### src/rtl/uart_rx.sv
// uart_rx: 16x-oversampled 8N1 serial receiver; define UART_RX_PARITY_EN for 8E1 with parity check
module uart_rx #(
   parameter int CLK_HZ = 50_000_000,
   parameter int BAUD   = 9600,
   parameter int DIV    = CLK_HZ / (BAUD * 16)
) (
   input  logic       clk,
   input  logic       rst_n,
   input  logic       rx_in,
   output logic [7:0] data_out,
   output logic       data_valid,
   output logic       frame_err,
   output logic       parity_err
);
   localparam int TW = (DIV > 1) ? $clog2(DIV) : 1;

   typedef enum logic [2:0] {
      IDLE,
      START,
      DATA,
`ifdef UART_RX_PARITY_EN
      PARITY,
`endif
      STOP,
      WAIT_IDLE
   } state_t;

   state_t          state, nxt;
   logic            s1, rxs;
   logic [1:0]      fill;
   logic            armed;
   logic [TW-1:0]   tcnt;
   logic [3:0]      scnt;
   logic [2:0]      bcnt;
   logic [7:0]      sh;
   logic            tick, mid, last;
   logic            start_det, start_done, shift_en, good, bad;

   assign tick = (tcnt == TW'(DIV - 1));
   assign mid  = (scnt == 4'd7);
   assign last = (scnt == 4'd15);

   // two-flop synchronizer for the asynchronous line, idling high
   always_ff @(posedge clk or negedge rst_n)
      if (!rst_n) {s1, rxs} <= 2'b11;
      else        {s1, rxs} <= {rx_in, s1};

   // arm only once a real line sample (not the synchronizer reset value) reads high
   always_ff @(posedge clk or negedge rst_n)
      if (!rst_n) begin
         fill  <= 2'b00;
         armed <= 1'b0;
      end else begin
         fill  <= {fill[0], 1'b1};
         armed <= armed | (fill[1] & rxs);
      end

   // state register
   always_ff @(posedge clk or negedge rst_n)
      if (!rst_n) state <= IDLE;
      else        state <= nxt;

   // next-state logic
   always_comb begin
      nxt = state;
      case (state)
         IDLE:      if (armed && !rxs) nxt = START;
         START:     if (tick && mid) nxt = rxs ? IDLE : DATA;
`ifdef UART_RX_PARITY_EN
         DATA:      if (tick && last && bcnt == 3'd7) nxt = PARITY;
         PARITY:    if (tick && last) nxt = STOP;
`else
         DATA:      if (tick && last && bcnt == 3'd7) nxt = STOP;
`endif
         STOP:      if (tick && last) nxt = rxs ? IDLE : WAIT_IDLE;
         WAIT_IDLE: if (rxs) nxt = IDLE;
         default:   nxt = IDLE;
      endcase
   end

   // per-state strobes driving the datapath
   always_comb begin
      start_det  = (state == IDLE) && armed && !rxs;
      start_done = (state == START) && tick && mid;
      shift_en   = (state == DATA) && tick && last;
      good       = (state == STOP) && tick && last && rxs;
      bad        = (state == STOP) && tick && last && !rxs;
   end

   // oversample tick, sample and bit counters, restarted on start detection
   always_ff @(posedge clk or negedge rst_n)
      if (!rst_n) begin
         tcnt <= '0;
         scnt <= '0;
         bcnt <= '0;
      end else begin
         tcnt <= (start_det || tick) ? '0 : tcnt + 1'b1;
         scnt <= (start_det || start_done) ? 4'd0 : tick ? scnt + 4'd1 : scnt;
         bcnt <= start_det ? 3'd0 : shift_en ? bcnt + 3'd1 : bcnt;
      end

   // shift register, byte output and one-clock status pulses
   always_ff @(posedge clk or negedge rst_n)
      if (!rst_n) begin
         sh         <= 8'h00;
         data_out   <= 8'h00;
         data_valid <= 1'b0;
         frame_err  <= 1'b0;
      end else begin
         sh         <= shift_en ? {rxs, sh[7:1]} : sh;
         data_out   <= good ? sh : data_out;
         data_valid <= good;
         frame_err  <= bad;
      end

`ifdef UART_RX_PARITY_EN
   logic par;

   // capture the parity bit and flag an even-parity mismatch alongside data_valid
   always_ff @(posedge clk or negedge rst_n)
      if (!rst_n) begin
         par        <= 1'b0;
         parity_err <= 1'b0;
      end else begin
         par        <= (state == PARITY && tick && last) ? rxs : par;
         parity_err <= good && ((^sh) != par);
      end
`else
   assign parity_err = 1'b0;
`endif

endmodule

### config.mk
export PLATFORM = sky130hd
export DESIGN_NAME = uart_rx
export DESIGN_NICKNAME = d
export VERILOG_FILES = /design/src/rtl/uart_rx.sv
export SDC_FILE = /design/constraint.sdc
export NUM_CORES = 1
export LEC_CHECK = 0
export CAP_MARGIN = 20
export CORE_MARGIN = 5
export CORE_UTILIZATION = 30
export CTS_CLUSTER_DIAMETER = 60
export DETAILED_ROUTE_END_ITERATION = 16
export HOLD_SLACK_MARGIN = 0.1
export PLACE_DENSITY = 0.57
export SLEW_MARGIN = 40
export SYNTH_ARGS = -nofsm -noshare
export SYNTH_HDL_FRONTEND = slang
export SYNTH_SLANG_ARGS = --single-unit
### constraint.sdc
create_clock -name clk -period 1.9 [get_ports clk]
set_input_delay 0.38 -clock clk [delete_from_list [all_inputs] [get_ports clk]]
set_output_delay 0.38 -clock clk [all_outputs]
set_load 0.01 [all_outputs]
Word level (Yosys, flattened, before mapping). Index checks and enable logic that the tools add are counted.

Memories kept: 0. Register bits after elaboration: 42. Memory bits (writable): 0. Logic and storage cells: 64. Output and inout port bits: 11. Latch bits: 0. Bits of input ports: 3. Memory bits (read-only): 0.

Divide/modulo/power cells: 0. Shifts and indexed selects: 0. Equality and inequality tests: 13. Bitwise logic cells: 2. Order comparisons: 0. Multipliers: 0. Reductions and logical operators: 21. Add/subtract/negate cells: 3. Mux-type cells: 13.

Operator list (count): two-way mux 3 bit (8); case mux 3 bit (5 select lines) (1); logical AND 1 bit (14); != test 2 bit, second input constant (5); adder 9 x 1 -> 9 bit, second input constant (1); equality test 9 bit, second input constant (1); two-way mux 9 bit (1); two-way mux 4 bit (2); equality test 3 x 2 -> 1 bit, second input constant (2); equality test 3 bit, second input constant (2); AND reduction 5 bit (1); adder 4 x 1 -> 4 bit, second input constant (1); equality test 4 x 3 -> 1 bit, second input constant (1); equality test 4 bit, second input constant (1); nonzero test 2 bit (2); adder 3 x 1 -> 3 bit, second input constant (1); equality test 3 x 1 -> 1 bit, second input constant (1); zero test 3 bit (1); logical OR 1 bit (2); two-way mux 2 bit (1); bitwise AND 1 bit (1); zero test 1 bit (1); bitwise OR 1 bit (1).

Longest topological paths before layout.
Word-level depth: 5. Mapped depth: 7.

Worst setup path after synthesis. No wires, ideal clock.

Path type: reg-to-reg. Start point: register tcnt[0]. End point: register sh[0]. Clock period less this slack: 1.749 ns. Slack: 0.151 ns. Data arrival time: 1.624 ns. Data required time: 1.775 ns. Setup time: 0.125 ns. Stages on the path, launching flop included: 8. Cell sequence: dfrtp_1 inv_1 ha_1 and4b_1 nand2_2 nor2_1 buf_4 mux2_2.

Word-level cells in the longest chain between the ends: 3.

RTL lines: start: declaration (line 32) `logic [TW-1:0] tcnt;`; start signal: assignment (line 97) `tcnt <= (start_det || tick) ? '0 : tcnt + 1'b1;`; equality test 9 bit (line 39) `assign tick = (tcnt == TW'(DIV - 1));`; logical AND 1 bit (2 in a row) (line 85) `shift_en = (state == DATA) && tick && last;`; end signal: assignment (line 110) `sh <= shift_en ? {rxs, sh[7:1]} : sh;`; end: declaration (line 35) `logic [7:0] sh;`.

Every way passes these cells. A chain may end at the register's enable or synchronous reset.

Final worst setup path.
Start point: register tcnt[1]. End point: register sh[0].

The elaborated chain is that of the path after synthesis.

==> reports/metrics.cfg <==
[synth]
yosysSeqAreaShare_pct = 57.0
synth.avg_cell_area_um2 = 12.2
synth_top_cells_by_area = dfrtp_1 (54%), mux2_2 (9.7%), ha_1 (3.4%)
synth_cell_types = 36
synth_ff_type = dfrtp_1
synth.most_common_cell = dfrtp_1
async_flop_share_pct = 100
yosysTopAreaCell = dfrtp_1
synth_nets = 159
yosysWarningCount = 0
synth_area_um2 = 1850
synth_common_cells = dfrtp_1 (40), mux2_2 (16), nor2_1 (14)
synth_top_area_share_pct = 54.2
synth_seq_cells = 42
synth_edf_count = 0
postSynthCellCount = 151

[final_layout]
nets = 180
instances_no_fill = 248
syn_to_final_growth_pct = 17.2
antennaDiodeCount = 0
final_util_pct = 36.4
fin_area_um2 = 2170
drive_gt1_share_pct = 24.9

[routing]
routedWlPerCell_um = 12.0
vias_per_cell = 4.67
drtAntennaViolNets = 0
vias = 1159
firstDrtPassIters = 4
drt-total-wl_um = 2990
drtIter0Drc = 34
drc = 0

[placement]
globalplace.congestion = 0.803
portBuffers = 12
dpl.cell_count = 240
dpl_worst_slack_ps = 110
place_area_um2 = 2080
hpwl_um = 2240

[clocking]
cts_buffers = 5
clock_path_buffers = 2
cts_tree = built
clk_pin_slew_worst_paths_ps = 80
clk_latency_ps = 290
clockRootBuffer = clkbuf_8
clock-sinks = 42
htreeDepth = 2

[worst_setup_path]
worst_path_max_delay_cell = dfrtp_1
cp_max_fo = 7
cp-end-kind = flop
worstSetupStartpointType = flop
cp.required_ps = 2080
crit_type = flop to flop
worstPathArrival_ps = 1930
crit_chain = inv_1 > ha_1 > and4b_2 > nand2_2 > nor2_2 > buf_4 > mux2_2
critical_path.max_stage_delay_ps = 430

[run_status]
status = finished, final reports clean

[timing]
maxSlewViolCount = 0
tns_ps = 0
tightest_slew_ps = 571
hold_ws_ps = 79.9
fin_crit_sh_pct = 92.4
fin_ws_ps = 145
finalClockSkew_ps = 4.59
fin_crit_ps = 1760
relSlewSlack_pct = 61.9
fmax_mhz = 570
setup_viol = 0
rsz0062_at_grt = no
finalHoldViolations = 0

[floorplan]
die_w_um = 88.5
placementRows = 28
coreArea_um2 = 5960
die_area_um2 = 7830
initial_core_util_pct = 31.0
io_pins = 14
die_h_um = 88.5

[power_and_ir_drop]
p_sw_share_pct = 27.8
p_leak_nw = 1.01
power.switching_mw = 0.522
seq_power_share_pct = 56.5
p_comb_share_pct = 14.1
design_power_total_mw = 1.88
vdd_ir_drop_max_v = 0.000248
power.density_nw_per_um2 = 866
pwr-share-clk_pct = 29.4
internal-power_mw = 1.35

[flow_run]
maxCapViolations = 0

[global_routing]
antenna_found_initial = 0
grt_max_degree = 28
grt_pass1_wl_um = 5510
overflow = 0
grtUsageTotal_pct = 9.11
grt_pass1_vias = 1191

[worst_hold_path]
min-delay-path-class = primary input to async pin

## registers in the layout, indices dropped and copies added, names as in the netlist
register / flops
state: 3
s1: 1
frame_err: 1
data_valid: 1
sh: 8
rxs: 1
tcnt: 9
armed: 1
data_out: 8
fill: 2
scnt: 4
bcnt: 3
## final cells by class
type | count | area (um^2)
clock buffer | 6 | 72.6
clock inverter | 2 | 13.8
fill | 609 | 3790
inverter | 4 | 15.0
multi-input combinational | 101 | 757
sequential | 42 | 1050
tap | 75 | 93.8
timing repair buffer | 18 | 160
## placed cells by master, fill, tap and decap left out, types with 4 or more instances in the layout
cell type / count
a21oi_1: 4
buf_4: 6
clkbuf_8: 5
clkdlybuf4s50_1: 11
dfrtp_1: 40
ha_1: 5
inv_1: 4
mux2_2: 16
nand2_1: 9
nand3_1: 9
nor2_1: 13
xor2_1: 7
## path summary, 6_finish.rpt
kind | from | endpoint | slack, ps | cells after the start
max in group asynchronous | rst_n | data_out[4] | 1280 | 2
max | tcnt[1] | sh[0] | 140 | 7
min in group clk | s1 | rxs | 360 | 0
min reg2reg | s1 | rxs | 360 | 0
min | rst_n | tcnt[0] | 80 | 1
max reg2reg | tcnt[1] | sh[0] | 140 | 7
## worst max-delay path, delay by kind of cell (launching register included)
| family | cells | cell delay [ps] |
|---|---|---|
| flip-flops | 1 | 430 |
| adder cells (fa/ha/maj) | 1 | 120 |
| AND/OR/NAND/NOR | 3 | 510 |
| buffers and inverters | 2 | 250 |
| multiplexers | 1 | 340 |
## cell families after synthesis
family / Yosys count / synth area share [%]
fa+ha+maj: 5 / 3.39
simple gates: 56 / 18.1
mux: 19 / 11.4
buf+inv: 8 / 2.23
compound gates: 11 / 3.72
flops: 42 / 57.0
other cells: 2 / 0.406
xor+xnor: 8 / 3.79
## timing repair
action / in CTS / in global routing
resized for setup: 0 / 2
hold buffers: 0 / 0
buffers inserted: 0 / 0
setup endpoints to repair: 0 / 7
## routing by layer
metal  global-route usage, %  vias up  routed length, um
li1                        -      568                  -
met3                    2.51        6                 91
met2                    14.1       13               1350
met1                    12.0      572               1480
met5                       0        -                  0
met4                    3.71        0                 65
## power by group through the flow
stage	Combinational (mW)	Sequential, mW	Clock (mW)
after floorplan	0.186	1.06	0
after global placement	0.270	1.07	0
after detailed placement	0.269	1.07	0
after CTS	0.269	1.06	0.579
after global routing	0.303	1.07	0.616
final	0.265	1.06	0.552
(Power assumes the default switching activity.)
